File: config.mk
export PLATFORM = sky130hd
export DESIGN_NAME = pattern_scan_ctrl
export DESIGN_NICKNAME = d
export VERILOG_FILES = /design/src/rtl/pattern_scan_pkg.sv /design/src/rtl/pattern_scan_ctrl_seq_detect.sv /design/src/rtl/pattern_scan_ctrl.sv
export SDC_FILE = /design/constraint.sdc
export NUM_CORES = 1
export LEC_CHECK = 0
export CAP_MARGIN = 20
export CORE_UTILIZATION = 35
export CTS_CLUSTER_SIZE = 28
export DETAILED_ROUTE_END_ITERATION = 8
export GPL_TIMING_DRIVEN = 0
export SYNTH_ARGS = -nofsm -noshare
export SYNTH_HDL_FRONTEND = slang
export SYNTH_SLANG_ARGS = --single-unit
File: constraint.sdc
create_clock -name clk -period 3.7 [get_ports clk]
set_input_delay 0.74 -clock clk [delete_from_list [all_inputs] [get_ports clk]]
set_output_delay 0.74 -clock clk [all_outputs]
set_load 0.05 [all_outputs]
File: src/rtl/pattern_scan_pkg.sv
// Shared types and constants for the pattern scan job controller.
package pattern_scan_pkg;

    // Width of the serial pattern being searched for.
    localparam int PAT_W = 3;

    // Controller states; encodings are fixed so waveforms are easy to read.
    typedef enum logic [2:0] {
        IDLE  = 3'd0,
        WAIT  = 3'd1,
        SHIFT = 3'd2,
        FLUSH = 3'd3,
        DONE  = 3'd4
    } state_t;

    // Five-character ASCII state name for waveform viewing.
    function automatic logic [39:0] state_name(input state_t s);
        case (s)
            IDLE:    state_name = "IDLE ";
            WAIT:    state_name = "WAIT ";
            SHIFT:   state_name = "SHIFT";
            FLUSH:   state_name = "FLUSH";
            DONE:    state_name = "DONE ";
            default: state_name = "?????";
        endcase
    endfunction

endpackage

File: src/rtl/pattern_scan_ctrl_seq_detect.sv
// Bit-serial 3-bit overlapping pattern detector with a registered match strobe.
module seq_detect3
    import pattern_scan_pkg::*;
(
    input  logic             clk,
    input  logic             _rst,
    input  logic             clr,
    input  logic             bit_vld,
    input  logic             bit_in,
    input  logic [PAT_W-1:0] pat,
    output logic             match
);

    // Only the two most recent bits need storing: the third bit of the
    // compared window is always the bit arriving this cycle.
    logic [PAT_W-2:0] hist;
    logic [1:0]       fill;
    logic [PAT_W-1:0] window;

    assign window = {hist, bit_in};

    // Shift history on each fed bit; match only once two earlier bits exist.
    always_ff @(posedge clk) begin
        if (!_rst || clr) begin
            hist  <= '0;
            fill  <= '0;
            match <= 1'b0;
        end else if (bit_vld) begin
            hist  <= window[PAT_W-2:0];
            if (fill != 2'd3)
                fill <= fill + 2'd1;
            match <= (fill >= 2'd2) && (window == pat);
        end else begin
            match <= 1'b0;
        end
    end

endmodule

File: src/rtl/pattern_scan_ctrl.sv
// Job controller: takes a pattern and word count, serializes incoming words
// MSB first into the detector and reports a saturating match total.
module pattern_scan_ctrl
    import pattern_scan_pkg::*;
#(
    parameter int WORD_W = 8,
    parameter int NW_W   = 4,
    parameter int CNT_W  = 4
) (
    input  logic              clk,
    input  logic              _rst,
    input  logic              start,
    input  logic [PAT_W-1:0]  cfg_pat,
    input  logic [NW_W-1:0]   cfg_words,
    input  logic [WORD_W-1:0] in_data,
    input  logic              in_valid,
    output logic              in_ready,
    output logic              busy,
    output logic              done,
    output logic [CNT_W-1:0]  match_cnt,
    output logic              match_bit
);

    localparam int BIT_W = (WORD_W > 1) ? $clog2(WORD_W) : 1;
    localparam logic [CNT_W-1:0] CNT_MAX = {CNT_W{1'b1}};

    state_t            state;
    state_t            state_nxt;
    logic [39:0]       txstate;
    logic [WORD_W-1:0] sreg;
    logic [BIT_W-1:0]  bitcnt;
    logic [NW_W-1:0]   words_left;
    logic [PAT_W-1:0]  cfg_pat_q;
    logic              job_start;
    logic              bit_vld;

    assign job_start = (state == IDLE) && start;
    assign bit_vld   = (state == SHIFT);

    // Next-state decision; shared by the state register and the registered outputs.
    always_comb begin
        state_nxt = state;
        case (state)
            IDLE:    if (start) state_nxt = (cfg_words != '0) ? WAIT : FLUSH;
            WAIT:    if (in_valid) state_nxt = SHIFT;
            SHIFT:   if (bitcnt == '0) state_nxt = (words_left == NW_W'(1)) ? FLUSH : WAIT;
            FLUSH:   state_nxt = DONE;
            DONE:    state_nxt = IDLE;
            default: state_nxt = IDLE;
        endcase
    end

    // State, serializer, job counters, match counter and registered outputs.
    always_ff @(posedge clk) begin
        if (!_rst) begin
            state      <= IDLE;
            txstate    <= state_name(IDLE);
            in_ready   <= 1'b0;
            busy       <= 1'b0;
            done       <= 1'b0;
            match_cnt  <= '0;
            sreg       <= '0;
            bitcnt     <= '0;
            words_left <= '0;
            cfg_pat_q  <= '0;
        end else begin
            state    <= state_nxt;
            txstate  <= state_name(state_nxt);
            in_ready <= (state_nxt == WAIT);
            busy     <= (state_nxt != IDLE);
            done     <= (state_nxt == DONE);

            case (state)
                IDLE: begin
                    if (start) begin
                        cfg_pat_q  <= cfg_pat;
                        words_left <= cfg_words;
                    end
                end
                WAIT: begin
                    if (in_valid) begin
                        sreg   <= in_data;
                        bitcnt <= BIT_W'(WORD_W - 1);
                    end
                end
                SHIFT: begin
                    sreg   <= {sreg[WORD_W-2:0], 1'b0};
                    bitcnt <= bitcnt - BIT_W'(1);
                    if (bitcnt == '0)
                        words_left <= words_left - NW_W'(1);
                end
                default: begin
                end
            endcase

            if (job_start)
                match_cnt <= '0;
            else if (match_bit && (match_cnt != CNT_MAX))
                match_cnt <= match_cnt + CNT_W'(1);
        end
    end

    seq_detect3 u_detect (
        .clk     (clk),
        ._rst    (_rst),
        .clr     (job_start),
        .bit_vld (bit_vld),
        .bit_in  (sreg[WORD_W-1]),
        .pat     (cfg_pat_q),
        .match   (match_bit)
    );

endmodule

==> impl_metrics.py <==
metrics = {
    "cts": {
        "ctsResizeCount": 0,
        "post-cts-setup-buffers": 0,
        "cts_tree": "done",
        "cts.root.buffer_cell": "clkbuf_8",
        "worstSkewPairLatency_ns": 0.28,
        "holdBufCountCts": 0,
        "ctsHtreeMaxLevel": 2,
        "clock_path_buffers": 2,
        "cts_made_buffers": 5,
        "cts_sinks": 33,
        "clk_pin_slew_ns": 0.06,
    },
    "route": {
        "vias": 1286,
        "wl_per_cell_um": 13.30,
        "drt_pre_antenna_iters": 4,
        "viasPerCell": 5.206,
        "drt_wl_total_um": 3284,
        "drt_iter0_drc": 84,
        "ant_nets": 0,
        "route.detailed.drc": 0,
    },
    "timing": {
        "slew_viol_final": 0,
        "tightest_slew_ns": 0.6764,
        "tns_ns": 0,
        "rsz0062_at_grt": "no",
        "fmax_mhz": 439.7,
        "hold_viol_final": 0,
        "finalSetupViolations": 0,
        "timing.final.crit_share": 0.6147,
        "min_period_ns": 2.275,
        "relSlewSlack": 0.5479,
        "finClkSkew_ns": 0.004280,
    },
    "logic_synthesis": {
        "avgSynthCellArea_um2": 9.265,
        "synthAdderAreaFrac": 0.05800,
        "synth_compound_gate_area_share": 0.1616,
        "synth_cells": 163,
        "synth_nets": 189,
        "synthMuxAreaShare": 0.01988,
        "ys_async_sr_fraction": 0,
        "yosysWarnings": 0,
        "synth_top_family_by_area": "simple AND/OR/NAND/NOR gates",
        "ys_ff_latch": 33,
        "synth-seq-area-share": 0.4374,
        "synth-edff-count": 0,
        "synthXorXnorAreaFrac": 0.03480,
        "synth_flop_cell": "dfxtp_1",
        "netlist_area_um2": 1510,
        "yosys.area_share.simple": 0.2394,
        "ys_types": 44,
    },
    "floorplan": {
        "die_h_um": 67.69,
        "die-area_um2": 4581,
        "die_w_um": 67.69,
        "rows": 23,
        "coreArea_um2": 4058,
        "pin_count": 27,
        "floorplan.initialDensity": 0.3722,
    },
    "setup_path": {
        "worst-path-buf-inv": 1,
        "cp_top_family": "buffers and inverters",
        "path_max_fanout": 6,
        "slowest_delay_ns": 0.84,
        "crit_type": "reg -> out",
        "cp_slowest_cell": "clkdlybuf4s50_1",
        "critPathCaptureType": "output pin",
        "path_cells": "clkdlybuf4s50_1",
        "crit_required_ns": 2.96,
        "critPathLaunchType": "flop",
        "arrival_ns": 1.53,
    },
    "run_status": {
        "status": "finished, final reports clean",
    },
    "finish": {
        "drive_gt1_frac": 0.09137,
        "antennaDiodeCount": 0,
        "postLayoutCellArea_um2": 1934,
        "area_growth_pct": 28.09,
        "final_nets": 222,
    },
    "pwr": {
        "power.leakage_uw": 0.0007363,
        "power_density_nw_per_um2": 431.7,
        "ir_worst_vdd_v": 0.0002417,
    },
    "global_routing": {
        "grt_pass1_wl_um": 5540,
        "antenna_found_initial": 0,
        "track_usage": 0.1703,
        "grt_max_degree": 11,
        "grt_pass1_vias": 1256,
        "overflow": 0,
    },
    "worst_hold_path": {
        "hp-class": "reg -> reg",
    },
    "placement": {
        "portBuffers": 26,
        "dpl_cell_area_um2": 1833,
        "gp_congestion": 0.6922,
        "hpwl_um": 2444,
    },
    "run": {
        "max-cap-violations": 0,
    },
}
[layer usage]
metal,up-vias,share of wire,global-route usage
li1,648,-,-
met1,605,0.43,0.1786
met2,27,0.50,0.2946
met3,6,0.048,0.06419
met4,0,0.019,0.08511
met5,-,0,0
[power by group]
part	switching (µW)	internal (µW)	leakage, µW
combinational	77.6	71.7	0.000413
sequential	17.4	381	0.000269
clock	120	168	0.0000542
[placed cells by master, fill, tap and decap left out, drive strengths merged, types with 3 or more instances in the layout]
master	instances
nand2	15
and4b	3
nor2	17
o22ai	6
ha	7
nand2b	5
mux2i	3
inv	6
clkdlybuf4s50	26
a211oi	3
buf	6
a21oi	11
dfxtp	33
nor3	8
nand3	4
a22oi	3
xnor2	4
clkbuf	8
[sequential cells by signal, summed over array words and instances (netlist names)]
register and cells:
sreg 8, match_cnt 4, words_left 4, bitcnt 3, cfg_pat_q 3, state 3, u_detect.fill 2, u_detect.hist 2
busy 1, done 1, in_ready 1, u_detect.match 1
[stage by stage]
step | setup WS [ns] | cells | total power [µW] | hold WS (ns) | utilization
after floorplan | 2.054 | 163 | 503.1 | 0.4364 | -
after global placement | 1.305 | 239 | 549.1 | 0.4481 | 0.4517
after detailed placement | 1.280 | 239 | 555.9 | 0.4480 | 0.4517
after CTS | 1.415 | 247 | 850.0 | 0.4574 | 0.4767
after global routing | 1.375 | 247 | 889.3 | 0.4797 | 0.4767
final | 1.425 | 247 | 835.1 | 0.4566 | 0.4767
[final timing paths]
kind | start | to | slack (ns) | depth (start not counted)
min reg2reg | sreg[6]$_SDFFE_PN0P_ | sreg[6]$_SDFFE_PN0P_ | 0.46 | 2
max reg2reg | bitcnt[0]$_SDFFE_PN0P_ | words_left[0]$_SDFFE_PN0P_ | 1.95 | 6
min | sreg[6]$_SDFFE_PN0P_ | sreg[6]$_SDFFE_PN0P_ | 0.46 | 2
max | u_detect.match$_SDFF_PP0_ | match_bit | 1.43 | 1
[cells in the mapped netlist, drive strengths merged, types with 3 or more instances]
cell type,n,share of area
mux2i,3,0.020
nor2,17,0.044
o22ai,6,0.025
inv,6,0.015
a21oi,11,0.036
nor3,8,0.027
and4b,3,0.020
a211oi,3,0.018
a22oi,3,0.015
dfxtp,33,0.44
buf,6,0.031
xnor2,4,0.023
nand2b,5,0.021
nand3,4,0.013
nand2,15,0.042
ha,7,0.058
[cell families (layout without fill, tap and decap cells)]
kind of cell	count (synthesis)	count (layout)
compound gates	36	36
buf+inv	13	47
fa+ha+maj	7	7
simple gates	65	65
flops	33	33
mux	3	3
xor+xnor	6	6
[cell type report]
type	count	area, µm²
Clock buffer	7	96.34
Fill cell	391	2123
Sequential cell	33	660.6
Timing Repair Buffer	26	260.3
Buffer	7	51.30
Inverter	6	22.52
Multi-Input combinational cell	117	775.7
Tap cell	50	62.56
Clock inverter	1	5.005
Power figures use the tool's default switching activity.
